`config.mk`:
```
export PLATFORM = sky130hd
export DESIGN_NAME = mem_master_flat
export DESIGN_NICKNAME = d
export VERILOG_FILES = /design/src/rtl/mem_pkg.sv /design/src/rtl/mem_master_if.sv /design/src/rtl/mem_master.sv /design/src/flat_wrapper.sv
export SDC_FILE = /design/constraint.sdc
export NUM_CORES = 1
export LEC_CHECK = 0
export CELL_PAD_IN_SITES_DETAIL_PLACEMENT = 1
export CELL_PAD_IN_SITES_GLOBAL_PLACEMENT = 1
export CORE_ASPECT_RATIO = 1.75
export CORE_MARGIN = 2
export CORE_UTILIZATION = 35
export DETAILED_ROUTE_END_ITERATION = 8
export PLACE_DENSITY_LB_ADDON = 0.12
export REMOVE_ABC_BUFFERS = 1
export SLEW_MARGIN = 20
export SYNTH_ARGS = -nofsm -noshare
export SYNTH_HDL_FRONTEND = slang
export SYNTH_SLANG_ARGS = --single-unit
```
`constraint.sdc`:
```
create_clock -name clk -period 3.25 [get_ports clk]
set_clock_uncertainty 0.05 [all_clocks]
set_input_delay 0.65 -clock clk [delete_from_list [all_inputs] [get_ports clk]]
set_output_delay 0.65 -clock clk [all_outputs]
set_load 0.03 [all_outputs]
```
`src/rtl/mem_pkg.sv`:
```
// rtl/mem_pkg.sv - shared encodings for the memory master and its memory model
package mem_pkg;

    localparam int unsigned ADDR_W = 32;
    localparam int unsigned DATA_W = 32;
    localparam int unsigned CNT_W  = 8;

    // Access width as carried on op_width / mem_width; 2'b11 is an alias for word.
    typedef enum logic [1:0] {
        WIDTH_BYTE     = 2'b00,
        WIDTH_HALF     = 2'b01,
        WIDTH_WORD     = 2'b10,
        WIDTH_WORD_ALT = 2'b11
    } width_e;

    // Completion status reported on resp_fault.
    typedef enum logic [1:0] {
        FAULT_OK       = 2'b00,
        FAULT_MISALIGN = 2'b01,
        FAULT_TIMEOUT  = 2'b10
    } fault_e;

    // Transaction sequencer states.
    typedef enum logic [1:0] {
        ST_IDLE = 2'd0,
        ST_REQ  = 2'd1,
        ST_RESP = 2'd2
    } state_e;

    // Number of bytes touched by an access of the given width encoding.
    function automatic int unsigned width_bytes(input logic [1:0] w);
        case (w)
            WIDTH_BYTE: return 1;
            WIDTH_HALF: return 2;
            default:    return 4;
        endcase
    endfunction

endpackage

```
`src/rtl/mem_master_if.sv`:
```
// rtl/mem_master_if.sv - pipeline, response and memory-side signal bundle
interface mem_master_if;

    // pipeline access request
    logic        op_valid;
    logic        op_ready;
    logic        op_write;
    logic [31:0] op_addr;
    logic [31:0] op_wdata;
    logic [1:0]  op_width;
    logic        op_extend;

    // completion back to the pipeline
    logic        resp_valid;
    logic        resp_ready;
    logic [31:0] resp_rdata;
    logic [1:0]  resp_fault;

    // memory request / completion
    logic        mem_req;
    logic        mem_write;
    logic        mem_extend;
    logic [31:0] mem_addr;
    logic [31:0] mem_wdata;
    logic [1:0]  mem_width;
    logic        mem_ack;
    logic [31:0] mem_rdata;

    // the memory master itself
    modport master (
        input  op_valid, op_write, op_addr, op_wdata, op_width, op_extend,
        input  resp_ready,
        input  mem_ack, mem_rdata,
        output op_ready,
        output resp_valid, resp_rdata, resp_fault,
        output mem_req, mem_write, mem_extend, mem_addr, mem_wdata, mem_width
    );

    // pipeline plus memory environment facing the master
    modport slave (
        output op_valid, op_write, op_addr, op_wdata, op_width, op_extend,
        output resp_ready,
        output mem_ack, mem_rdata,
        input  op_ready,
        input  resp_valid, resp_rdata, resp_fault,
        input  mem_req, mem_write, mem_extend, mem_addr, mem_wdata, mem_width
    );

endinterface

```
`src/rtl/mem_master.sv`:
```
// rtl/mem_master.sv - single-outstanding load/store master with alignment and timeout faults
module mem_master
    import mem_pkg::*;
#(
    parameter int unsigned TIMEOUT = 16
) (
    input  logic         clk,
    input  logic         reset_n,
    mem_master_if.master bus
);

    // Last counter value before a request is abandoned.
    localparam logic [CNT_W-1:0] LP_CNT_LAST = CNT_W'(TIMEOUT - 1);

    state_e            r_state;
    logic [CNT_W-1:0]  r_cnt;
    logic              r_op_ready;
    logic              r_resp_valid;
    logic [31:0]       r_resp_rdata;
    logic [1:0]        r_resp_fault;
    logic              r_mem_req;
    logic              r_mem_write;
    logic              r_mem_extend;
    logic [31:0]       r_mem_addr;
    logic [31:0]       r_mem_wdata;
    logic [1:0]        r_mem_width;

    logic              w_accept;
    logic              w_misaligned;
    logic              w_timeout_hit;

    // Halfword must be 2-byte aligned, word (either encoding) 4-byte aligned.
    assign w_misaligned  = ((bus.op_width == WIDTH_HALF) && bus.op_addr[0])
                         || (bus.op_width[1] && (bus.op_addr[1:0] != 2'b00));
    assign w_accept      = bus.op_valid && r_op_ready;
    assign w_timeout_hit = (r_cnt == LP_CNT_LAST);

    // Sequencer: accept in IDLE, hold mem_* stable in REQ, present result in RESP.
    always_ff @(posedge clk or negedge reset_n) begin
        if (!reset_n) begin
            r_state      <= ST_IDLE;
            r_cnt        <= '0;
            r_op_ready   <= 1'b0;
            r_resp_valid <= 1'b0;
            r_resp_rdata <= '0;
            r_resp_fault <= FAULT_OK;
            r_mem_req    <= 1'b0;
            r_mem_write  <= 1'b0;
            r_mem_extend <= 1'b0;
            r_mem_addr   <= '0;
            r_mem_wdata  <= '0;
            r_mem_width  <= WIDTH_BYTE;
        end else begin
            case (r_state)
                ST_IDLE: begin
                    // op_ready comes up on the first edge after reset release
                    r_op_ready <= 1'b1;
                    if (w_accept) begin
                        r_op_ready <= 1'b0;
                        if (w_misaligned) begin
                            r_resp_valid <= 1'b1;
                            r_resp_rdata <= '0;
                            r_resp_fault <= FAULT_MISALIGN;
                            r_state      <= ST_RESP;
                        end else begin
                            r_mem_req    <= 1'b1;
                            r_mem_write  <= bus.op_write;
                            r_mem_extend <= bus.op_extend;
                            r_mem_addr   <= bus.op_addr;
                            r_mem_wdata  <= bus.op_wdata;
                            r_mem_width  <= bus.op_width;
                            r_cnt        <= '0;
                            r_state      <= ST_REQ;
                        end
                    end
                end
                ST_REQ: begin
                    // ack is checked first so it wins over a coincident timeout
                    if (bus.mem_ack) begin
                        r_mem_req    <= 1'b0;
                        r_resp_valid <= 1'b1;
                        r_resp_rdata <= r_mem_write ? 32'h0 : bus.mem_rdata;
                        r_resp_fault <= FAULT_OK;
                        r_state      <= ST_RESP;
                    end else if (w_timeout_hit) begin
                        r_mem_req    <= 1'b0;
                        r_resp_valid <= 1'b1;
                        r_resp_rdata <= '0;
                        r_resp_fault <= FAULT_TIMEOUT;
                        r_state      <= ST_RESP;
                    end else begin
                        r_cnt <= r_cnt + 1'b1;
                    end
                end
                ST_RESP: begin
                    // op_ready stays low here, so no new op can slip in on the handoff edge
                    if (bus.resp_ready) begin
                        r_resp_valid <= 1'b0;
                        r_resp_rdata <= '0;
                        r_resp_fault <= FAULT_OK;
                        r_op_ready   <= 1'b1;
                        r_state      <= ST_IDLE;
                    end
                end
                default: begin
                    r_state    <= ST_IDLE;
                    r_op_ready <= 1'b0;
                    r_mem_req  <= 1'b0;
                end
            endcase
        end
    end

    assign bus.op_ready   = r_op_ready;
    assign bus.resp_valid = r_resp_valid;
    assign bus.resp_rdata = r_resp_rdata;
    assign bus.resp_fault = r_resp_fault;
    assign bus.mem_req    = r_mem_req;
    assign bus.mem_write  = r_mem_write;
    assign bus.mem_extend = r_mem_extend;
    assign bus.mem_addr   = r_mem_addr;
    assign bus.mem_wdata  = r_mem_wdata;
    assign bus.mem_width  = r_mem_width;

endmodule

```
`src/flat_wrapper.sv`:
```
// flat-port wrapper written by rule: the top's interface ports become plain ports
module mem_master_flat import mem_pkg::*;
#(
    parameter int unsigned TIMEOUT = 16
)
  (clk, reset_n, bus_op_valid, bus_op_write, bus_op_addr, bus_op_wdata, bus_op_width, bus_op_extend, bus_resp_ready, bus_mem_ack, bus_mem_rdata, bus_op_ready, bus_resp_valid, bus_resp_rdata, bus_resp_fault, bus_mem_req, bus_mem_write, bus_mem_extend, bus_mem_addr, bus_mem_wdata, bus_mem_width);
  mem_master_if bus_i ();
  input  logic clk;
  input  logic reset_n;
  input wire logic [$bits(bus_i.op_valid)-1:0] bus_op_valid;
  input wire logic [$bits(bus_i.op_write)-1:0] bus_op_write;
  input wire logic [$bits(bus_i.op_addr)-1:0] bus_op_addr;
  input wire logic [$bits(bus_i.op_wdata)-1:0] bus_op_wdata;
  input wire logic [$bits(bus_i.op_width)-1:0] bus_op_width;
  input wire logic [$bits(bus_i.op_extend)-1:0] bus_op_extend;
  input wire logic [$bits(bus_i.resp_ready)-1:0] bus_resp_ready;
  input wire logic [$bits(bus_i.mem_ack)-1:0] bus_mem_ack;
  input wire logic [$bits(bus_i.mem_rdata)-1:0] bus_mem_rdata;
  output wire logic [$bits(bus_i.op_ready)-1:0] bus_op_ready;
  output wire logic [$bits(bus_i.resp_valid)-1:0] bus_resp_valid;
  output wire logic [$bits(bus_i.resp_rdata)-1:0] bus_resp_rdata;
  output wire logic [$bits(bus_i.resp_fault)-1:0] bus_resp_fault;
  output wire logic [$bits(bus_i.mem_req)-1:0] bus_mem_req;
  output wire logic [$bits(bus_i.mem_write)-1:0] bus_mem_write;
  output wire logic [$bits(bus_i.mem_extend)-1:0] bus_mem_extend;
  output wire logic [$bits(bus_i.mem_addr)-1:0] bus_mem_addr;
  output wire logic [$bits(bus_i.mem_wdata)-1:0] bus_mem_wdata;
  output wire logic [$bits(bus_i.mem_width)-1:0] bus_mem_width;
  assign bus_i.op_valid = bus_op_valid;
  assign bus_i.op_write = bus_op_write;
  assign bus_i.op_addr = bus_op_addr;
  assign bus_i.op_wdata = bus_op_wdata;
  assign bus_i.op_width = bus_op_width;
  assign bus_i.op_extend = bus_op_extend;
  assign bus_i.resp_ready = bus_resp_ready;
  assign bus_i.mem_ack = bus_mem_ack;
  assign bus_i.mem_rdata = bus_mem_rdata;
  assign bus_op_ready = bus_i.op_ready;
  assign bus_resp_valid = bus_i.resp_valid;
  assign bus_resp_rdata = bus_i.resp_rdata;
  assign bus_resp_fault = bus_i.resp_fault;
  assign bus_mem_req = bus_i.mem_req;
  assign bus_mem_write = bus_i.mem_write;
  assign bus_mem_extend = bus_i.mem_extend;
  assign bus_mem_addr = bus_i.mem_addr;
  assign bus_mem_wdata = bus_i.mem_wdata;
  assign bus_mem_width = bus_i.mem_width;
  mem_master #(.TIMEOUT(TIMEOUT)) u_core (.clk(clk), .reset_n(reset_n), .bus(bus_i));
endmodule
```
==> metrics, run 1 <==
clk slew on worst S/H paths approximately 0.050 ns; fin. max-slew vios 0; antenna violations before repair 0; CP Capture Type flop; FF+latch area 2880 um2; fin cells 784; peak supply drop 0.448 mV; top-area cell type share of the netlist area between 50% and 60%; Sw Share between 30% and 40%; clock root buffer clkbuf_16; Max Cap Viol 0; outcome finished, final reports clean; Clock Path Buffers 2; hold violation total from the final report 0; setup slack after layout 0.772 ns; Async SR Flop Fraction 100%; Clock Power Share 23.2%; Mapped Cells 377; clock latency on the worst-skew pair 0.41 ns; DR pass1 iterations 4; synthesized cell area 4860 um2; Post-synth EDFFs 0; kind of critical path in2reg; required time worst endpoint 3.48 ns; IO Pins 210; Lkg Pwr 3.38 nW; RSZ-0062 raised after global routing false; area growth from synthesis to layout 59.1%; largest net degree at the start of global routing 71; prevailing post-synth register cell dfrtp_1; Placement Setup Slack 0.358 ns; Routability Congestion 0.799; initial core utilization 35.5%; synthesized flop and latch total 115; NetSw 2.97 mW; fin nets around 700; final core occ 56.4%; fmax between 400 and 500 MHz; sequential power share 29.5%; Worst EP arrival 2.70 ns; Gates resized, CTS repair 0; I/O Buffers 209; clk sinks 115; Fillers 1,435; vias in the first global route ~4,300; hpwl dp between 10,000 and 15,000 um; post-synthesis sequential area ratio just under 60%; post-route cell area 7730 um2; vias per cell 4.77; fin crit share 76.3%; crit-path max FO 35; Die W 93.0 um; setup TNS 0 ns; gr ovfl total 0; pwr dens 1000 nW/um2; FP Rows 57; largest area contributor in the netlist dfrtp_1; Placed Cells 752; ratio of cells with drive above 1 in the final layout between 15 and 20%; area taken by multi-input logic gates 1740 um2; PnR Total Power between 7 and 8 mW; DR vias 3,736; DRT antenna net count 0; Core Area 13,700 um2; synth unique cells 38; postcts setup bufs 0; die area 14,900 um2; n_diodes 0; total CTS buffers 17; first-pass GRT wire length 22,300 um; Overall Global Routing Usage between 10% and 20%; type of element launching the critical path input port; Internal 4.77 mW; Die Y 160 um; Syn Area/Cell ~13 um2; hold_buf cts 0; CTS tree built; final wirelength 14,000 um; DRC 0; YS warnings 0; most common cell in the synthesized netlist dfrtp_1; H-tree depth 4; slew margin rel. about 38%; path type of the worst min-delay path in2async; drt wl/cell 17.8 um; Post-synth top cells dfrtp_1, mux2_2, inv_1; Synth area leaders dfrtp_1, mux2_2, mux2i_1; hold_ws 0.315 ns; Worst Tran Pin Value 0.931 ns; R2R cell count 7; area post-placement 7160 um2; Final min period 2.48 ns; # setup viols final 0; DR iter-0 viols 101; Gate power share 47.3%
==> power by group through the flow <==
stage | combinational [mW] | clock, mW | sequential, mW
2_1_floorplan | 1.07 | 0 | 3.33
3_3_place_gp | 3.64 | 0 | 2.27
4_1_cts | 3.70 | 1.85 | 2.29
5_1_grt | 3.84 | 1.91 | 2.37
6_report | 3.65 | 1.79 | 2.28
3_5_place_dp | 3.69 | 0 | 2.31
==> layout make-up <==
cell class | count | share of cell area [%]
clock inverters | 12 | 1.73
inverters | 40 | 1.94
multi-input cells | 206 | 22.6
flip-flops and latches | 115 | 37.2
well taps | 177 | 2.87
clock buffers | 20 | 5.65
repair buffers | 214 | 28.0
==> flip-flops by register name (all words and copies together) (netlist names) <==
signal,cells
u_core.r_state,2
u_core.bus.resp_fault,2
u_core.bus.mem_wdata,32
u_core.bus.mem_extend,1
u_core.bus.mem_req,1
u_core.bus.resp_rdata,32
u_core.bus.mem_width,2
u_core.bus.mem_write,1
u_core.bus.op_ready,1
u_core.bus.resp_valid,1
u_core.bus.mem_addr,32
u_core.r_cnt,8
==> kinds of logic after synthesis <==
group                    count (synthesis)  synth area share [%]
buffers and inverters                   56                  5.15
multiplexers                           105                  23.4
AND/OR/NAND/NOR                         68                  6.67
AO/OA/AOI/OAI                           28                  4.20
adder cells (fa/ha/maj)                  5                  1.29
flip-flops                             115                  59.3
==> layout by cell type, fill, tap and decap left out, types with 4 or more instances in the layout <==
cell,count
nand3_1,4
nor2_1,7
mux2_2,69
clkbuf_16,17
ha_1,5
o21ai_0,4
o31ai_1,5
dfrtp_1,115
inv_1,40
clkdlybuf4s50_1,208
nand2_1,39
clkinvlp_4,5
mux2i_1,36
and3_1,4
==> per-layer routing <==
| layer | vias up | GRT usage [%] | share of wire, % |
|---|---|---|---|
| met4 | 0 | 8.76 | 2.9 |
| met5 | - | 0 | 0 |
| met1 | 1854 | 20.9 | 36 |
| li1 | 1716 | - | - |
| met2 | 142 | 35.1 | 55 |
| met3 | 24 | 5.99 | 6.0 |
==> critical path: stages <==
cell	delay (ns)
clkdlybuf4s50_1	0.51
o21ai_0	0.18
and3_1	0.28
or4b_2	0.68
buf_12	0.22
mux2i_1	0.15
==> worst paths after layout <==
path,from,endpoint,slack (ns)
min in group clk,u_core.bus.mem_wdata[26],u_core.bus.mem_wdata[26],0.45
worst min-delay path,reset_n,u_core.bus.mem_wdata[31],0.32
worst min register to register,u_core.bus.mem_wdata[26],u_core.bus.mem_wdata[26],0.45
worst max-delay path,bus_op_addr[0],u_core.bus.resp_rdata[9],0.77
max in group asynchronous,reset_n,u_core.bus.mem_addr[8],2.04
worst max register to register,u_core.r_state[1],u_core.bus.resp_rdata[9],0.85
Power figures use the tool's default switching activity.
==> inputs of run 2 (changes only) <==
CORE_UTILIZATION = 29   (was 35)
clock period = 2.2 ns   (was 3.25 ns; I/O delays follow)
==> metrics, run 2 (synthesis results as in run 1) <==
hold path cells 1; fmax roughly 480 MHz; R2R cell count 5 (-2); hold_ws 0.452 ns (+0.137 ns); outcome finished, final reports clean; DR vias 3,884 (+4.0%); required time worst endpoint 1.71 ns (-1.77 ns); final wirelength 15,700 um (+12%); antenna violations before repair 0 (unchanged); largest net degree at the start of global routing 46 (-35%); area taken by multi-input logic gates 1750 um2 (+0.50%); RSZ-0062 raised after global routing false; IO Pins 210 (unchanged); n_diodes 0 (unchanged); first-pass GRT wire length 24,300 um (+9.4%); Core Area 16,400 um2 (+20%); most frequent cells in the layout clkdlybuf4s50_1, dfrtp_1, mux2_2; DRC 0 (unchanged); CP max stage cell clkdlybuf4s50_1; commonest non-fill, non-tap cell in the layout clkdlybuf4s50_1; clock latency on the worst-skew pair 0.41 ns (about the same); CP Capture Type primary output; Worst EP arrival 1.60 ns (-1.10 ns); drt wl/cell 18.3 um (+2.4%); Worst path max stage delay 0.70 ns (+0.02 ns); area growth from synthesis to layout 66.8%; postcts setup bufs 0 (unchanged); pwr dens 1480 nW/um2 (+48%); Routability Congestion 0.833 (+4.4%); slew margin rel. 54.5% (+17 points); fin nets 734 (+4.3%); DRT antenna net count 0 (unchanged); clock root buffer clkbuf_16; FF+latch area 2880 um2 (unchanged); peak supply drop 0.636 mV (+42%); crit-path max FO 5 (-86%); hpwl dp 11,500 um (+13%); Die Y 175 um (+9.6%); total CTS buffers 17 (unchanged); ratio of cells with drive above 1 in the final layout 22.1% (+4.2 points); kind of critical path reg2out; clk sinks 115 (unchanged); final core occ 49.5% (-7.0 points); Max Cap Viol 0 (unchanged); DR iter-0 viols 90 (-11%); FP Rows 62 (+8.8%); I/O Buffers 209 (unchanged); clk slew on worst S/H paths 0.06 ns (about the same); Die W 102 um (+9.4%); fin crit share 95.1%; fin. max-slew vios 0 (unchanged); hold violation total from the final report 0 (unchanged); vias per cell 4.51 (-5.3%); Final min period ~2.1 ns; initial core utilization 29.7% (-5.8 points); type of element launching the critical path flop; Lkg Pwr 3.57 nW (+5.6%); H-tree depth 4 (unchanged); gr ovfl total 0 (unchanged); Fillers 1,704 (+19%); DR pass1 iterations 4 (unchanged); Worst Tran Pin Value 0.676 ns (-0.256 ns); vias in the first global route 4,405 (+3.1%); die area 17,800 um2 (+20%); Overall Global Routing Usage 18.2% (-1.4 points); CTS tree built; path type of the worst min-delay path reg2reg; CP Cell Sequence buf_4, clkdlybuf4s50_1; Clock Path Buffers 2 (unchanged); # setup viols final 0 (unchanged)
==> run 2: cell count changes in the layout (fill, tap and decap cells not counted), sizes merged <==
cell / delta
buf: +29
clkbuf: -1
clkinv: +2
clkinvlp: -2
bufinv: +1
dlygate4sd3: +1
==> run 2: layer usage <==
metal | part of all wire [%] | GRT usage (%) | vias to the layer above
met1 | 35 | 18.8 | 1964
met4 | 2.3 | 7.39 | 0
met5 | 0 | 0 | -
met2 | 59 | 35.0 | 118
met3 | 3.5 | 3.00 | 27
li1 | - | - | 1775
==> run 2: timing repair <==
item,in CTS,in global routing
hold buffers,1,0
hold endpoints to repair,30,0
setup endpoints to repair,13,16
gates resized for setup,1,3
cloned,1,0
==> run 2: final timing paths <==
check	start	endpoint	slack, ns
max in group asynchronous	reset_n	u_core.bus.resp_rdata[19]	0.90
worst max register to register	u_core.r_cnt[6]	u_core.r_cnt[1]	0.12
worst max-delay path	u_core.bus.op_ready	bus_op_ready	0.11
worst min register to register	u_core.bus.mem_wdata[28]	u_core.bus.mem_wdata[28]	0.45
min in group asynchronous	reset_n	u_core.bus.mem_wdata[28]	0.49
worst min-delay path	u_core.bus.mem_wdata[28]	u_core.bus.mem_wdata[28]	0.45
==> run 2: metrics by stage <==
stage | setup TNS (ns) | power (mW) | instance area, um2 | setup slack [ns] | cells
6_report | 0 | 12.0 | 8100 | 0.108 | 861
2_1_floorplan | -105.61 | 6.50 | 4760 | -1.29 | 361
5_1_grt | 0 | 12.6 | 8100 | 0.00495 | 861
3_5_place_dp | -22.82 | 9.11 | 7450 | -0.446 | 827
4_1_cts | 0 | 12.2 | 8100 | 0.0455 | 861
3_3_place_gp | -15.89 | 8.96 | 7450 | -0.354 | 827
==> run 2: layout make-up <==
type	instances	area share (%)
repair buffers	244	30.1
clock buffers	19	5.47
well taps	224	3.46
inverters	40	1.85
flip-flops and latches	115	35.5
clock inverters	13	1.96
multi-input cells	206	21.6
==> run 2: worst max-delay path, delay by kind of cell (launching register included) <==
| family | cells | cell delay, ns |
|---|---|---|
| buf+inv | 2 | 0.85 |
| flops | 1 | 0.35 |
==> run 2: power breakdown <==
group	switching [mW]	internal [mW]	leakage [nW]
combinational	3.09	2.70	1.82
sequential	0.424	2.93	1.46
clock	1.04	1.81	0.289
